`src/rtl/gpio_in_cond.sv`:
```
// Purpose  : GPIO input conditioner with a Wishbone slave register block. It synchronises,
//            debounces and edge-detects 8 pad inputs and raises a sticky, maskable interrupt.
// Latency  : a pad level that is stable from sampling edge E appears on GPIO_IN_o after edge
//            E+1+max(DB_LIMIT,1), or after E+2 without debounce. INT_STAT sets one cycle after
//            the filtered edge, and IRQ_o follows one cycle later.
// Backpress: the bus ack is one registered pulse per strobe. Back-to-back strobes are acked
//            every other cycle. The pad path has no backpressure.
//
// Ports:
//   WBs_CLK_i, WBs_RST_i   : the only clock (rising edge) and a synchronous active-high reset
//   WBs_ADR_i .. WBs_DAT_i : Wishbone slave inputs (only byte 0 of write data is used)
//   WBs_DAT_o, WBs_ACK_o   : read data (combinational from WBs_ADR_i) and the registered ack
//   GPIO_PAD_i             : raw asynchronous pad inputs
//   GPIO_IN_o              : conditioned (filtered) levels
//   IRQ_o                  : registered OR of INT_STAT
//
// Optional feature: define GPIO_IN_COND_DEBOUNCE_EN to build the per-bit debounce counters
// and the DB_LIMIT register. Without it, filt follows sync1 every cycle and DB_LIMIT reads 0.
//
// Register map (word addresses):
//   0x00 LEVEL RO | 0x01 INT_EN RW | 0x02 INT_POL RW | 0x03 INT_STAT RO/W1C
//   0x04 DB_LIMIT RW | 0x05 RAW RO | other addresses: DEF_REG_VALUE

module gpio_in_cond #(
   parameter int          ADDRWIDTH     = 7,
   parameter int          DATAWIDTH     = 32,
   parameter logic [7:0]  DB_LIMIT_RST  = 8'h04,
   parameter logic [31:0] DEF_REG_VALUE = 32'hFAB_DEF_AC
) (
   input  logic                 WBs_CLK_i,
   input  logic                 WBs_RST_i,
   input  logic [ADDRWIDTH-1:0] WBs_ADR_i,
   input  logic                 WBs_CYC_i,
   input  logic [3:0]           WBs_BYTE_STB_i,
   input  logic                 WBs_WE_i,
   input  logic                 WBs_STB_i,
   input  logic [DATAWIDTH-1:0] WBs_DAT_i,
   output logic [DATAWIDTH-1:0] WBs_DAT_o,
   output logic                 WBs_ACK_o,
   input  logic [7:0]           GPIO_PAD_i,
   output logic [7:0]           GPIO_IN_o,
   output logic                 IRQ_o
);

   localparam logic [ADDRWIDTH-1:0] ADR_LEVEL    = ADDRWIDTH'(0);
   localparam logic [ADDRWIDTH-1:0] ADR_INT_EN   = ADDRWIDTH'(1);
   localparam logic [ADDRWIDTH-1:0] ADR_INT_POL  = ADDRWIDTH'(2);
   localparam logic [ADDRWIDTH-1:0] ADR_INT_STAT = ADDRWIDTH'(3);
   localparam logic [ADDRWIDTH-1:0] ADR_DB_LIMIT = ADDRWIDTH'(4);
   localparam logic [ADDRWIDTH-1:0] ADR_RAW      = ADDRWIDTH'(5);

   // ------------------------------------------------------------------
   // State
   // ------------------------------------------------------------------
   logic [7:0] r_sync0;
   logic [7:0] r_sync1;
   logic [7:0] r_filt;
   logic [7:0] r_filt_d;
   logic [7:0] r_int_en;
   logic [7:0] r_int_pol;
   logic [7:0] r_int_stat;
   logic       r_ack;
   logic       r_irq;

   // ------------------------------------------------------------------
   // Bus decode
   // ------------------------------------------------------------------
   logic       w_bus_req;
   logic       w_wr;
   logic       w_wr_int_en;
   logic       w_wr_int_pol;
   logic       w_wr_int_stat;
   logic       w_wr_db_limit;
   logic [7:0] w_wr_byte;
   logic [7:0] w_db_limit;

   // The ~r_ack term stops a strobe that is still held during its ack cycle from being
   // taken a second time. It also produces the every-other-cycle ack cadence.
   assign w_bus_req     = WBs_CYC_i & WBs_STB_i & ~r_ack;
   assign w_wr          = w_bus_req & WBs_WE_i & WBs_BYTE_STB_i[0];
   assign w_wr_byte     = WBs_DAT_i[7:0];
   assign w_wr_int_en   = w_wr & (WBs_ADR_i == ADR_INT_EN);
   assign w_wr_int_pol  = w_wr & (WBs_ADR_i == ADR_INT_POL);
   assign w_wr_int_stat = w_wr & (WBs_ADR_i == ADR_INT_STAT);
   assign w_wr_db_limit = w_wr & (WBs_ADR_i == ADR_DB_LIMIT);

   always_ff @(posedge WBs_CLK_i) begin
      if (WBs_RST_i) begin
         r_ack <= 1'b0;
      end else begin
         r_ack <= w_bus_req;
      end
   end

   assign WBs_ACK_o = r_ack;

   // ------------------------------------------------------------------
   // Pad synchroniser (two flops per bit)
   // ------------------------------------------------------------------
   always_ff @(posedge WBs_CLK_i) begin
      if (WBs_RST_i) begin
         r_sync0 <= 8'h00;
         r_sync1 <= 8'h00;
      end else begin
         r_sync0 <= GPIO_PAD_i;
         r_sync1 <= r_sync0;
      end
   end

   // ------------------------------------------------------------------
   // Debounce filter
   // ------------------------------------------------------------------
`ifdef GPIO_IN_COND_DEBOUNCE_EN
   logic [7:0]      r_db_limit;
   logic [7:0][7:0] r_cnt;
   logic            w_unused;

   always_ff @(posedge WBs_CLK_i) begin
      if (WBs_RST_i) begin
         r_db_limit <= DB_LIMIT_RST;
      end else if (w_wr_db_limit) begin
         r_db_limit <= w_wr_byte;
      end
   end

   assign w_db_limit = r_db_limit;

   // Each bit counts the consecutive cycles in which sync1 disagrees with filt.
   // Any agreement (a glitch that ends early) drops the count back to zero.
   // The compare is done 9 bits wide so that count+1 cannot wrap. Because it is a
   // ">=" compare, a count that is already past a newly lowered limit commits on
   // the next cycle in which the bit still differs.
   always_ff @(posedge WBs_CLK_i) begin
      if (WBs_RST_i) begin
         r_filt <= 8'h00;
         r_cnt  <= '0;
      end else begin
         for (int i = 0; i < 8; i++) begin
            if (r_sync1[i] != r_filt[i]) begin
               if (({1'b0, r_cnt[i]} + 9'd1) >= {1'b0, r_db_limit}) begin
                  r_filt[i] <= r_sync1[i];
                  r_cnt[i]  <= 8'd0;
               end else begin
                  r_cnt[i]  <= r_cnt[i] + 8'd1;
               end
            end else begin
               r_cnt[i] <= 8'd0;
            end
         end
      end
   end

   assign w_unused = ^{WBs_DAT_i[DATAWIDTH-1:8], WBs_BYTE_STB_i[3:1]};
`else
   logic w_unused;

   // Without debounce there is no limit register. Writes to DB_LIMIT are dropped.
   assign w_db_limit = 8'h00;

   always_ff @(posedge WBs_CLK_i) begin
      if (WBs_RST_i) begin
         r_filt <= 8'h00;
      end else begin
         r_filt <= r_sync1;
      end
   end

   assign w_unused = ^{WBs_DAT_i[DATAWIDTH-1:8], WBs_BYTE_STB_i[3:1],
                       DB_LIMIT_RST, w_wr_db_limit};
`endif

   assign GPIO_IN_o = r_filt;

   // ------------------------------------------------------------------
   // Edge detection and interrupt status
   // ------------------------------------------------------------------
   logic [7:0] w_rise;
   logic [7:0] w_fall;
   logic [7:0] w_set;
   logic [7:0] w_clr;

   assign w_rise = r_filt & ~r_filt_d;
   assign w_fall = ~r_filt & r_filt_d;
   assign w_set  = r_int_en & ((r_int_pol & w_rise) | (~r_int_pol & w_fall));
   assign w_clr  = w_wr_int_stat ? w_wr_byte : 8'h00;

   always_ff @(posedge WBs_CLK_i) begin
      if (WBs_RST_i) begin
         r_filt_d   <= 8'h00;
         r_int_en   <= 8'h00;
         r_int_pol  <= 8'h00;
         r_int_stat <= 8'h00;
         r_irq      <= 1'b0;
      end else begin
         r_filt_d <= r_filt;
         if (w_wr_int_en) begin
            r_int_en <= w_wr_byte;
         end
         if (w_wr_int_pol) begin
            r_int_pol <= w_wr_byte;
         end
         // The set term is ORed in after the clear, so a new edge is never lost
         // to a W1C that lands in the same cycle. Disabling INT_EN leaves
         // pending bits alone.
         r_int_stat <= (r_int_stat & ~w_clr) | w_set;
         r_irq      <= |r_int_stat;
      end
   end

   assign IRQ_o = r_irq;

   // ------------------------------------------------------------------
   // Read mux (combinational from the address)
   // ------------------------------------------------------------------
   function automatic logic [DATAWIDTH-1:0] zext8(input logic [7:0] v);
      return {{(DATAWIDTH-8){1'b0}}, v};
   endfunction

   logic [DATAWIDTH-1:0] w_rd_dat;

   always_comb begin
      w_rd_dat = DATAWIDTH'(DEF_REG_VALUE);
      case (WBs_ADR_i)
         ADR_LEVEL:    w_rd_dat = zext8(r_filt);
         ADR_INT_EN:   w_rd_dat = zext8(r_int_en);
         ADR_INT_POL:  w_rd_dat = zext8(r_int_pol);
         ADR_INT_STAT: w_rd_dat = zext8(r_int_stat);
         ADR_DB_LIMIT: w_rd_dat = zext8(w_db_limit);
         ADR_RAW:      w_rd_dat = zext8(r_sync1);
         default:      w_rd_dat = DATAWIDTH'(DEF_REG_VALUE);
      endcase
   end

   assign WBs_DAT_o = w_rd_dat;

endmodule

```
`config.mk`:
```
export PLATFORM = sky130hd
export DESIGN_NAME = gpio_in_cond
export DESIGN_NICKNAME = d
export VERILOG_FILES = /design/src/rtl/gpio_in_cond.sv
export SDC_FILE = /design/constraint.sdc
export NUM_CORES = 1
export LEC_CHECK = 0
export BUFFER_PORTS_ARGS = -buffer_cell sky130_fd_sc_hd__buf_4
export CAP_MARGIN = 30
export CORE_MARGIN = 2
export CORE_UTILIZATION = 49
export CTS_CLUSTER_DIAMETER = 150
export DETAILED_ROUTE_END_ITERATION = 10
export PLACE_DENSITY_LB_ADDON = 0.25
export SKIP_LAST_GASP = 1
export SLEW_MARGIN = 20
export SYNTH_ARGS = -nofsm -noshare
export SYNTH_HDL_FRONTEND = slang
export SYNTH_SLANG_ARGS = --single-unit
```
`constraint.sdc`:
```
create_clock -name WBs_CLK_i -period 1.6 [get_ports WBs_CLK_i]
set_input_delay 0.08 -clock WBs_CLK_i [delete_from_list [all_inputs] [get_ports WBs_CLK_i]]
set_output_delay 0.08 -clock WBs_CLK_i [all_outputs]
set_load 0.1 [all_outputs]
```
After elaboration in Yosys (flattened, before gate mapping)
Index checks and enable logic that the tools add are counted.
{ "classes": {"magnitude_cmp": 0, "shift": 0, "div": 0, "eq_ne": 5, "mul": 0, "add_sub_neg": 0, "n_reduce_logical": 2, "mux": 2, "bitwise": 20} }
{ "ops": {"columns": ["operator", "n"], "rows": [
  ["one-hot mux 32 bit (6 select lines)", 1],
  ["AND 8 bit", 6],
  ["inverter 8 bit", 4],
  ["bitwise OR 8 bit", 2],
  ["== test 7 x 2 -> 1 bit, second input constant", 2],
  ["== test 7 x 3 -> 1 bit, second input constant", 2],
  ["two-way mux 8 bit", 1],
  ["OR reduction 8 bit", 1],
  ["AND 1 bit", 7],
  ["== test 7 x 1 -> 1 bit, second input constant", 1],
  ["zero test 7 bit", 1],
  ["inverter 1 bit", 1]
]} }
{ "word_totals": {"ramBits": 0, "inputBits": 56, "latch_bits": 0, "romBits": 0, "reg_bits": 58, "memories": 0} }

Longest topological paths before layout
{ "depth": {"depth_word": 9, "ltp_mapped": 5} }

Worst setup path before layout
OpenSTA, ideal clock, no wires.
{ "synth_path": {"path_kind": "input -> output", "startpoint": "input port WBs_ADR_i[2]", "endpoint": "output port WBs_DAT_o[10]", "path_buffers": 3, "arrival_ns": 1.914, "stages": 4, "t_required_ns": 1.520, "setup_slack_ns": -0.394, "path_cell_list": "buf_2 > buf_2 > a21o_1 > buf_4"} }
{ "synth_between": {"elab_chain_cells": 2, "word_cells_on_any_way": 7, "classes_between": "5 x eq/ne; 1 x mux; 1 x reduce/logical"} }
{ "synth_lines": {"columns": ["element", "line", "text"], "rows": [
  ["start: declaration", "32", "input logic [ADDRWIDTH-1:0] WBs_ADR_i,"],
  ["== test 7 x 3 -> 1 bit (tied with other cells)", "223", "case (WBs_ADR_i)"],
  ["one-hot mux 32 bit (6 select lines) (*)", "223", null],
  ["end: declaration", "38", "output logic [DATAWIDTH-1:0] WBs_DAT_o,"]
]} }
Every way passes the cells marked *; elsewhere a longest branch is shown, timed or not.

Worst setup path after layout
{ "layout_path": {"startpoint": "register r_int_stat[2]", "endpoint": "output port WBs_DAT_o[2]"} }
{ "layout_between": {"elab_chain_cells": 1} }
{ "layout_lines": {"columns": ["element", "line", "text"], "rows": [
  ["start: declaration", "61", "logic [7:0] r_int_stat;"],
  ["start signal: assignment", "205", "r_int_stat <= (r_int_stat & ~w_clr) | w_set;"],
  ["one-hot mux 32 bit (6 select lines)", "223", null]
]} }
Every way passes these cells.

==> results.yml <==
power:
  p_comb_share_pct: 15.6
  power_density_nw_per_um2: 865
  vdd_drop_max_v: 0.000711
  power.share.clock_pct: 39.3
  switchingPower_uw: 902
  leakage_uw: 0.00153
  p_int_uw: 2400
  power_frac_seq_pct: 45.1
  p_sw_share_pct: 27.4
worst_setup_path:
  required_ns: 1.52
  rr_worst_depth: 4
  cp_max_fo: 2
  crit_arrival_ns: 1.58
  end_kind: "output pin"
  r2r_slack_ns: 0.16
  r2r-start: "WBs_ACK_o"
  critPathLaunchType: "flip-flop"
  rr_endpoint: "r_int_stat[5]"
  worstSetupPathType: "flip-flop to output pin"
timing:
  finalCritPeriodShare_pct: 104
  rsz0062_at_grt: "true"
  timing.slew.headroom_pct: 61.1
  finalHoldViolCount: 0
  drv_slew: 0
  max_freq_mhz: 601
  skew_ns: 0.00845
  worstMarginPinSlew_ns: 0.582
  min_period_ns: 1.66
  finalSetupViolations: 4
  worst_slack_ns: -0.0642
global_route:
  grt_pass1_vias: 2407
  grt_usage_pct: 24.0
  grt_max_degree: 59
  antenna_found_initial: 0
  grt-ovfl-total: 0
  grt_pass1_wl_microns: 11700
route:
  vias_per_cell: 5.81
  wirelength_microns: 7110
  dr_total_vias: 2568
  detail-route-antenna-nets: 0
  remaining_drc_errors: 0
  dr.first_iter.drc_count: 292
  wire_per_inst_microns: 16.1
  firstDrtPassIters: 5
clocking:
  cts.sinks: 58
  h-tree-depth: 3
  path_clk_slew_ns: 0.07
  numCtsBuffers: 9
  cts_root_buf: "clkbuf_8"
  cts_tree: "built"
  clkLatencyLatePin_ns: 0.33
  cts_buffer_depth: 2
floorplan:
  core_sq_um: 5470
  dieArea_sq_um: 6240
  rows: 27
  die_h_microns: 79
  initial_core_util_pct: 50.4
  io_pins: 98
  die-width_microns: 79
placed_design:
  dpl.hpwl_microns: 4720
  gp_congestion: 0.815
  port_buffers: 65
  dp_slack_ns: -0.0917
  dp_cells: 408
  dpl-instance-area_sq_um: 3330
run:
  maxCapViolCount: 0
final_layout:
  nNetsFinal: 422
  area.growth.synth_to_final_pct: 38.3
  drive_gt1_share_pct: 37.3
  fin_area_sq_um: 3810
  fin_util_pct: 69.6
  stdcell_count: 442
  antennaDiodeCount: 0
yosys:
  syn-cell-area_sq_um: 2760
  syn_area_per_cell_sq_um: 9.60
  yosysTopAreaCellShare_pct: 42.1
  synth_top_area_cell: "dfxtp_1"
  ys_ff_latch: 58
  ys_top_cells_by_area: "dfxtp_1, nor2b_1, buf_4, o41ai_1, mux2i_1"
  synth_cells: 287
  yosys_warnings: 0
  ys_types: 33
  yosysSeqAreaShare_pct: 42.1
run_status:
  outcome: "complete, but fails checks"
  violations: "negative setup slack"
min_path:
  min_from: "WBs_CYC_i"
  hold_path_class: "primary input to flip-flop"
  min_to: "WBs_ACK_o"
  holdPathStages: 4
[cell usage after synthesis (all sizes together)]
master	instances
dfxtp	58
buf	35
nor2b	32
nor3	20
a21oi	17
nand4	16
o41ai	16
clkbuf	12
mux2i	12
nor4bb	11
nor2	10
a211o	8
a311oi	8
and4b	8
a21o	5
a221o	4
nor4	2
nor4b	2
or4	2
or4b	2
conb	1
inv	1
nand2	1
nand2b	1
nand3b	1
or3	1
or3b	1
[worst max-delay path, stage by stage (launching register included)]
cell	delay [ns]
dfxtp_2	0.33
a21o_1	0.17
a221o_1	0.29
a211o_2	0.30
buf_12	0.17
[timing repair]
action / CTS / global route
setup endpoints to repair: 8 / 32
hold buffers: 16 / 0
pin swaps: 1 / 2
buffers inserted: 3 / 0
endpoints found under the hold margin: 16 / 0
resized for setup: 24 / 6
[power groups by stage]
| stage | clock [uW] | sequential (uW) | combinational [uW] |
|---|---|---|---|
| after CTS | 1310 | 1490 | 512 |
| after global routing | 1390 | 1490 | 540 |
| after detailed placement | 0 | 1520 | 473 |
| after floorplan | 0 | 1560 | 300 |
| final | 1290 | 1490 | 514 |
| after global placement | 0 | 1520 | 470 |
[cell families (layout without fill, tap and decap cells)]
kind of cell | after synthesis | count (layout) | share of synthesized area (%)
other | 1 | 5 | 0.136
DFF | 58 | 58 | 42.1
muxes | 12 | 12 | 4.36
AOI/OAI and AO/OA | 58 | 58 | 16.1
and+or+nand+nor | 110 | 110 | 26.8
buffers and inverters | 48 | 127 | 10.5
[how the worst max path moves through the flow]
| stage | from | end | slack [ns] | cells past startpoint |
|---|---|---|---|---|
| 2_1_floorplan | WBs_ADR_i[5] | WBs_DAT_o[5] | 0.02 | 4 |
| 3_3_place_gp | WBs_ADR_i[5] | WBs_DAT_o[7] | -0.09 | 5 |
| 3_5_place_dp | WBs_ADR_i[5] | WBs_DAT_o[7] | -0.09 | 5 |
| 4_1_cts | r_int_stat[7] | WBs_DAT_o[7] | -0.08 | 4 |
| 5_1_grt | r_int_stat[2] | WBs_DAT_o[2] | -0.14 | 4 |
| 6_report | r_int_stat[2] | WBs_DAT_o[2] | -0.06 | 4 |
[metrics by stage]
| stage | power, uW | TNS (ns) | hold slack [ns] |
|---|---|---|---|
| 2_1_floorplan | 1860 | 0 | 0.195 |
| 4_1_cts | 3310 | -0.256 | 0.213 |
| 6_report | 3300 | -0.225 | 0.219 |
| 5_1_grt | 3420 | -0.524 | 0.250 |
| 3_5_place_dp | 1990 | -0.696 | 0.294 |
| 3_3_place_gp | 1990 | -0.525 | 0.289 |
[sequential cells by signal (all words and copies together), names as in the netlist]
| register | cells |
|---|---|
| GPIO_IN_o | 8 |
| r_int_stat | 8 |
| r_int_en | 8 |
| WBs_ACK_o | 1 |
| r_int_pol | 8 |
| IRQ_o | 1 |
| r_sync1 | 8 |
| r_filt_d | 8 |
| r_sync0 | 8 |
[layout by cell type, fill, tap and decap left out, drive strengths merged, types with 2 or more instances in the layout]
master and instances:
a211o 8, nor4 2, nor3 20, clkinv 2, or4b 2, conb 5
a311oi 8, nor4b 2, a21oi 17, and4b 8, clkbuf 12, nor2b 32
dfxtp 58, or4 2, nand4 16, mux2i 12, nor2 10, o41ai 16
nor4bb 11, a221o 4, buf 95, dlygate4sd3 16, a21o 5
[layer usage]
layer,wire [microns],GRT usage [%],vias up
met1,3110,33.3,1168
met3,662,5.80,21
met2,3170,35.9,149
met4,165,9.83,0
li1,-,-,1230
met5,0,0,-
[final cells by class]
class                           count  area (sq um)
Multi-Input combinational cell    185          1360
Sequential cell                    58          1180
Clock buffer                       12           145
Clock inverter                      3          40.0
Inverter                            1          3.75
Fill cell                         431          1660
Tap cell                           72          90.1
Timing Repair Buffer              111           990
Power figures use the tool's default switching activity.
